<file path="src/rtl/io_bus_ctrl_pkg.sv">
// Address map and status-register layout shared by the I/O controller and the CPU top level.
package io_bus_ctrl_pkg;

  localparam logic [31:0] ADDRHEX   = 32'hF000_0000;
  localparam logic [31:0] ADDRLEDR  = 32'hF000_0004;
  localparam logic [31:0] ADDRLEDG  = 32'hF000_0008;
  localparam logic [31:0] ADDRKEY   = 32'hF000_0010;
  localparam logic [31:0] ADDRSW    = 32'hF000_0014;
  localparam logic [31:0] ADDRKCTRL = 32'hF000_0110;
  localparam logic [31:0] ADDRSCTRL = 32'hF000_0114;

  localparam int CTRL_READY   = 0;
  localparam int CTRL_OVERRUN = 2;

  localparam logic [31:0] RDATA_UNMAPPED = 32'hDEAD_BEEF;
  localparam logic [15:0] HEX_RESET      = 16'hDEAD;

  typedef struct packed {
    logic overrun;
    logic ready;
  } io_status_t;

  function automatic logic [31:0] ctrl_word(input io_status_t s);
    logic [31:0] w;
    w               = '0;
    w[CTRL_READY]   = s.ready;
    w[CTRL_OVERRUN] = s.overrun;
    return w;
  endfunction

  // A change pulse always wins; a data read or ctrl write in the same cycle acts as the
  // acknowledgement, so that pulse cannot raise overrun.
  function automatic io_status_t status_next(input io_status_t cur, input logic chg,
                                             input logic rd_data, input logic wr_ctrl,
                                             input logic keep_ready, input logic keep_overrun);
    io_status_t nxt;
    nxt = cur;
    if (chg) begin
      nxt.ready = 1'b1;
      if (!rd_data && !wr_ctrl) nxt.overrun = cur.overrun | cur.ready;
    end else begin
      if (rd_data) nxt.ready = 1'b0;
      if (wr_ctrl) begin
        nxt.ready   = cur.ready & keep_ready;
        nxt.overrun = cur.overrun & keep_overrun;
      end
    end
    return nxt;
  endfunction

endpackage

</file>
<file path="src/rtl/io_debounce.sv">
// Two-flop synchroniser plus debouncer: an input value must hold for DEBOUNCE synchronised
// cycles before it replaces the stable value; o_chg pulses in the cycle stable updates.
module io_debounce #(
  parameter int WIDTH    = 4,
  parameter int DEBOUNCE = 500000,
  parameter int CNTBITS  = 20
) (
  input  logic             clk,
  input  logic             reset,
  input  logic [WIDTH-1:0] i_din,
  output logic [WIDTH-1:0] o_stable,
  output logic             o_chg
);

  localparam logic [CNTBITS-1:0] CNT_LAST = CNTBITS'(DEBOUNCE - 1);

  logic [WIDTH-1:0]   r_sync1;
  logic [WIDTH-1:0]   r_sync2;
  logic [WIDTH-1:0]   r_cand;
  logic [WIDTH-1:0]   r_stable;
  logic [CNTBITS-1:0] r_cnt;

  assign o_chg    = (r_sync2 == r_cand) && (r_cnt == CNT_LAST) && (r_cand != r_stable);
  assign o_stable = r_stable;

  always_ff @(posedge clk or posedge reset) begin
    if (reset) begin
      r_sync1  <= '0;
      r_sync2  <= '0;
      r_cand   <= '0;
      r_stable <= '0;
      r_cnt    <= '0;
    end else begin
      // NOTE: non-blocking assignments so every register here sees pre-edge values of the others.
      r_sync1 <= i_din;
      r_sync2 <= r_sync1;
      if (r_sync2 != r_cand) begin
        r_cand <= r_sync2;
        r_cnt  <= '0;
      end else if (o_chg) begin
        r_stable <= r_cand;
      end else if (r_cnt != CNT_LAST) begin
        r_cnt <= r_cnt + CNTBITS'(1);
      end
    end
  end

endmodule

</file>
<file path="src/rtl/io_bus_ctrl.sv">
// Memory-mapped I/O on the memory-stage data bus: HEX/LEDR/LEDG output registers,
// debounced KEY/SW inputs with sticky ready/overrun status, and the combinational read mux.
module io_bus_ctrl #(
  parameter int DBITS    = 32,
  parameter int DEBOUNCE = 500000,
  parameter int CNTBITS  = 20
) (
  input  logic             clk,
  input  logic             reset,
  input  logic [DBITS-1:0] addr,
  input  logic [DBITS-1:0] wdata,
  input  logic             we,
  input  logic             re,
  output logic [DBITS-1:0] rdata,
  output logic             hit,
  input  logic [3:0]       key_n,
  input  logic [9:0]       sw,
  output logic [15:0]      hex_out,
  output logic [9:0]       ledr,
  output logic [7:0]       ledg
);

  import io_bus_ctrl_pkg::*;

  logic [3:0] w_key;
  logic [3:0] w_key_stable;
  logic       w_key_chg;
  logic [9:0] w_sw_stable;
  logic       w_sw_chg;
  logic       w_sel_hex, w_sel_ledr, w_sel_ledg, w_sel_key, w_sel_sw, w_sel_kctrl, w_sel_sctrl;
  logic       w_unused_wdata;

  logic [15:0] r_hex;
  logic [9:0]  r_ledr;
  logic [7:0]  r_ledg;
  io_status_t  r_kstat;
  io_status_t  r_sstat;

  assign w_key = ~key_n;

  io_debounce #(.WIDTH(4), .DEBOUNCE(DEBOUNCE), .CNTBITS(CNTBITS)) u_key_db (
    .clk      (clk),
    .reset    (reset),
    .i_din    (w_key),
    .o_stable (w_key_stable),
    .o_chg    (w_key_chg)
  );

  io_debounce #(.WIDTH(10), .DEBOUNCE(DEBOUNCE), .CNTBITS(CNTBITS)) u_sw_db (
    .clk      (clk),
    .reset    (reset),
    .i_din    (sw),
    .o_stable (w_sw_stable),
    .o_chg    (w_sw_chg)
  );

  assign w_sel_hex   = (addr == DBITS'(ADDRHEX));
  assign w_sel_ledr  = (addr == DBITS'(ADDRLEDR));
  assign w_sel_ledg  = (addr == DBITS'(ADDRLEDG));
  assign w_sel_key   = (addr == DBITS'(ADDRKEY));
  assign w_sel_sw    = (addr == DBITS'(ADDRSW));
  assign w_sel_kctrl = (addr == DBITS'(ADDRKCTRL));
  assign w_sel_sctrl = (addr == DBITS'(ADDRSCTRL));

  assign w_unused_wdata = ^wdata[DBITS-1:16];

  always_ff @(posedge clk or posedge reset) begin
    if (reset) begin
      r_hex   <= HEX_RESET;
      r_ledr  <= '0;
      r_ledg  <= '0;
      r_kstat <= '0;
      r_sstat <= '0;
    end else begin
      if (we && w_sel_hex)  r_hex  <= wdata[15:0];
      if (we && w_sel_ledr) r_ledr <= wdata[9:0];
      if (we && w_sel_ledg) r_ledg <= wdata[7:0];
      r_kstat <= status_next(r_kstat, w_key_chg, re && w_sel_key, we && w_sel_kctrl,
                             wdata[CTRL_READY], wdata[CTRL_OVERRUN]);
      r_sstat <= status_next(r_sstat, w_sw_chg, re && w_sel_sw, we && w_sel_sctrl,
                             wdata[CTRL_READY], wdata[CTRL_OVERRUN]);
    end
  end

  always_comb begin
    // NOTE: defaults first so every path assigns rdata and hit, leaving no latch.
    rdata = DBITS'(RDATA_UNMAPPED);
    hit   = 1'b1;
    if      (w_sel_hex)   rdata = DBITS'(r_hex);
    else if (w_sel_ledr)  rdata = DBITS'(r_ledr);
    else if (w_sel_ledg)  rdata = DBITS'(r_ledg);
    else if (w_sel_key)   rdata = DBITS'(w_key_stable);
    else if (w_sel_sw)    rdata = DBITS'(w_sw_stable);
    else if (w_sel_kctrl) rdata = DBITS'(ctrl_word(r_kstat));
    else if (w_sel_sctrl) rdata = DBITS'(ctrl_word(r_sstat));
    else                  hit   = 1'b0;
  end

  assign hex_out = r_hex;
  assign ledr    = r_ledr;
  assign ledg    = r_ledg;

endmodule
</file>
<file path="config.mk">
export PLATFORM = sky130hd
export DESIGN_NAME = io_bus_ctrl
export DESIGN_NICKNAME = d
export VERILOG_FILES = /design/src/rtl/io_bus_ctrl_pkg.sv /design/src/rtl/io_debounce.sv /design/src/rtl/io_bus_ctrl.sv
export SDC_FILE = /design/constraint.sdc
export NUM_CORES = 1
export LEC_CHECK = 0
export CAP_MARGIN = 20
export CORE_MARGIN = 2
export CORE_UTILIZATION = 54
export CTS_BUF_LIST = sky130_fd_sc_hd__clkbuf_16
export CTS_CLUSTER_SIZE = 30
export DETAILED_ROUTE_END_ITERATION = 12
export PLACE_DENSITY_LB_ADDON = 0.12
export SLEW_MARGIN = 10
export SYNTH_ARGS = -nofsm -noshare
export SYNTH_HDL_FRONTEND = slang
export SYNTH_SLANG_ARGS = --single-unit
</file>
<file path="constraint.sdc">
create_clock -name clk -period 8.25 [get_ports clk]
set_input_delay 1.65 -clock clk [delete_from_list [all_inputs] [get_ports clk]]
set_output_delay 1.65 -clock clk [all_outputs]
set_load 0.01 [all_outputs]
</file>
==> qor.csv <==
metric,value,unit
routability congestion estimate from global placement,0.889,
Max Clock Freq,148,MHz
wire length of the first global-routing pass,23900,um
area share of fa/ha/maj cells after synthesis,0.387,%
max-cap violations,0,
sequential-to-total area share from yosys stat,52.1,%
buffer and inverter count on the worst path,3,
remaining antenna violation count,0,
outcome,"complete, no violations",
final hold violation count,0,
standard-cell row count,39,
cell type with the highest aggregate area in the netlist,dfrtp_1,
placeable core region,11600,um2
clock sink total,134,
top area cells in the synthesized netlist,"dfrtp_1 (48%), mux2_2 (6.6%), xor2_1 (4.7%)",
worst vdd rail ir drop,139,uV
CP top delay family,buffers and inverters,
beginning of the critical path,addr[4],
Final Setup Violations,0,
critical path arrival,5.09,ns
Die Span Y,113,um
dominant combinational cell family by area after synthesis,simple AND/OR/NAND/NOR gates,
final period utilization,81.7,%
number of max-slew violations in the final report,0,
Slew HR,32.7,%
TritonCTS clock tree,done,
cell-by-cell trace of the critical path,"clkdlybuf4s50_1, nor4b_1, nand2_1, nor4_2, o21ai_1, buf_4, a21o_1, clkdlybuf4s50_1",
I/O pin count,149,
Crit path largest cell delay,0.83,ns
Post-synth EDFFs,0,
slew at the pin with the worst max-slew slack,1.01,ns
xor/xnor cell area share of the yosys netlist,8.26,%
Synth Area in Compound Gates,6.66,%
total via count after detailed routing,4815,
minimum setup slack among reg-to-reg paths,5.25,ns
Routed WL,14700,um
Worst Hold Launch,u_sw_db.r_sync1[5]$_DFF_PP0_,
via count of the first global-routing pass,4847,
synthesized cell area,6460,um2
kind of critical path,input pin to output port,
Gate Count Post-Synth,582,
drt initial violations,328,
Synthesis Warnings,0,
total power divided by cell area,178,nW/um2
total global routing overflow,0,
Worst setup EP type,output port,
routed wire length per instance,17.4,um
number of distinct library cells after synthesis,63,
# hold bufs at CTS,0,
setup repair after global routing missed its margin,no,
type of element launching the critical path,input pin,
required time of the critical path,6.60,ns
number of vias per cell after detailed routing,5.70,
overall die width,113,um
I/O Buffers,127,
Post-CTS Setup Bufs,0,
largest fanout on the critical path,15,
Synth Area in Simple Gates,17.1,%
Worst-Skew Late Latency,0.41,ns
most common flop cell mapped by yosys,dfrtp_1,
leakage power figure,3.52,nW
Worst R2R Start,u_sw_db.r_cand[8]$_DFFE_PP0N_,
global routing usage summed across all routing layers,23.4,%
synthesis-stage register bit count,134,
clock tree buffer depth,2,
initial cell density of the core,55.9,%
mux cell area share after synthesis,10.5,%
clock edge transition at the registers on the reported setup and hold paths,0.05,ns
fraction of synthesis flops using an asynchronous set or reset pin,100,%
Area growth syn-to-layout,28.0,%
Pre-Repair DR Iteration Count,4,
Synth top area share,47.6,%
per-instance average area after synthesis,11.1,um2
initial antenna violation count,0,
DRC violations left,0,
layout cell share with drive strength beyond 1,15.3,%
deepest level of the CTS H-tree,4,
largest net degree at the start of global routing,81,
clock buffers created by TritonCTS,17,
number of antenna diodes,0,
Final HPWL DP,10100,um
number of nets in the layout,772,
count of cells resized by post-cts repair,0,
post-route minimum period,6.74,ns
aggregate negative setup slack,0,ns
clock tree root driver cell,clkbuf_16,
die footprint,12900,um2
"Slowest-stage cell, CP",clkdlybuf4s50_1,
Final Skew,0.00720,ns
most common cell type on the critical path,clkdlybuf4s50_1,
worst hold slack,0.345,ns
class of the tightest hold or removal check,flip-flop to flip-flop,
[synthesized netlist by cell type, types with 3 or more instances]
library cell	instances
nor2b_1	5
nor4b_1	5
a21oi_1	19
and3_1	6
or3_1	10
nor2_1	59
inv_1	13
nand4_1	13
mux2i_1	10
a31oi_1	4
dfrtp_1	123
o21ai_0	15
o41ai_1	3
mux2_2	38
or4_4	3
xnor2_1	26
nor3_1	10
nand3_1	22
buf_4	16
a21o_1	8
clkbuf_1	26
xor2_1	35
mux2_4	10
and4_1	4
nand2_1	26
dfstp_2	11
nor4_1	14
and2_1	3
[cell type report]
| type | instances | area [um2] |
|---|---|---|
| timing repair buffer | 131 | 1320 |
| clock buffer | 17 | 425 |
| sequential | 134 | 3370 |
| multi-input combinational | 391 | 2790 |
| inverter | 13 | 51.3 |
| fill | 849 | 3290 |
| clock inverter | 15 | 141 |
| tap | 143 | 179 |
[state kept, by name (all words and copies together) (netlist names)]
signal             flops
u_key_db.r_sync1       4
u_sw_db.r_sync1       10
u_sw_db.r_sync2       10
u_key_db.r_sync2       4
u_sw_db.o_stable      10
ledg                   8
u_key_db.r_cand        4
u_sw_db.r_cnt         20
ledr                  10
r_kstat                2
u_key_db.r_cnt        20
u_sw_db.r_cand        10
r_sstat                2
hex_out               16
u_key_db.o_stable      4
[final timing paths]
path,end,depth (start not counted)
hold / removal,u_sw_db.r_sync2[5]$_DFF_PP0_,0
max in group asynchronous,hex_out[11]$_DFFE_PP1P_,4
setup / recovery,rdata[13],8
setup reg to reg,u_sw_db.o_stable[3]$_DFFE_PP0P_,5
hold reg to reg,u_sw_db.r_sync2[5]$_DFF_PP0_,0
min in group asynchronous,u_sw_db.r_cnt[8]$_DFFE_PP0P_,2
[cells by family after synthesis]
logic type | count (synthesis)
simple gates | 198
buf+inv | 61
compound gates | 67
xor+xnor | 61
mux | 58
fa+ha+maj | 2
flops | 134
other cells | 1
[layout by cell type, fill, tap and decap left out, drive strengths merged, types with 2 or more instances in the layout]
cell type / n
clkbuf: 17
nor2: 60
mux2: 48
inv: 15
o21ai: 16
a22oi: 2
buf: 4
nand4: 13
a31oi: 4
nor3: 13
and3: 6
or3: 10
a21oi: 19
nand2: 28
clkinv: 8
a21o: 8
nor4b: 5
nor2b: 5
o41ai: 3
mux2i: 10
or4: 4
clkdlybuf4s50: 127
nand2b: 2
a211oi: 2
dfstp: 11
nand3: 22
and2: 3
o21a: 2
bufinv: 2
dfrtp: 123
clkinvlp: 3
a221o: 2
xor2: 35
xnor2: 26
and4: 4
conb: 5
nor4: 17
ha: 2
[metal layers]
| layer | GRT usage [%] | share of wire [%] | vias to the layer above |
|---|---|---|---|
| met2 | 39.6 | 49 | 218 |
| met4 | 8.21 | 1.5 | 0 |
| met1 | 29.6 | 42 | 2334 |
| met3 | 5.79 | 7.3 | 24 |
| li1 | - | - | 2239 |
| met5 | 0 | 0 | - |
[power by group]
| part | internal (mW) | switching, mW |
|---|---|---|
| clock | 0.440 | 0.277 |
| combinational | 0.0392 | 0.0374 |
| sequential | 0.669 | 0.00807 |
| total | 1.15 | 0.323 |
[metrics by stage]
stage               worst slack, ns  std cells  area [um2]  power [mW]  util (%)
global placement               1.47        810        7670       0.762      66.4
finish                         1.51        844        8280        1.47      71.6
floorplan                      3.04        586        6480       0.722         -
detailed placement             1.43        810        7670       0.763      66.4
global route                   1.33        844        8280        1.52      71.6
CTS                            1.41        842        8240        1.48      71.3
Power figures use the tool's default switching activity.
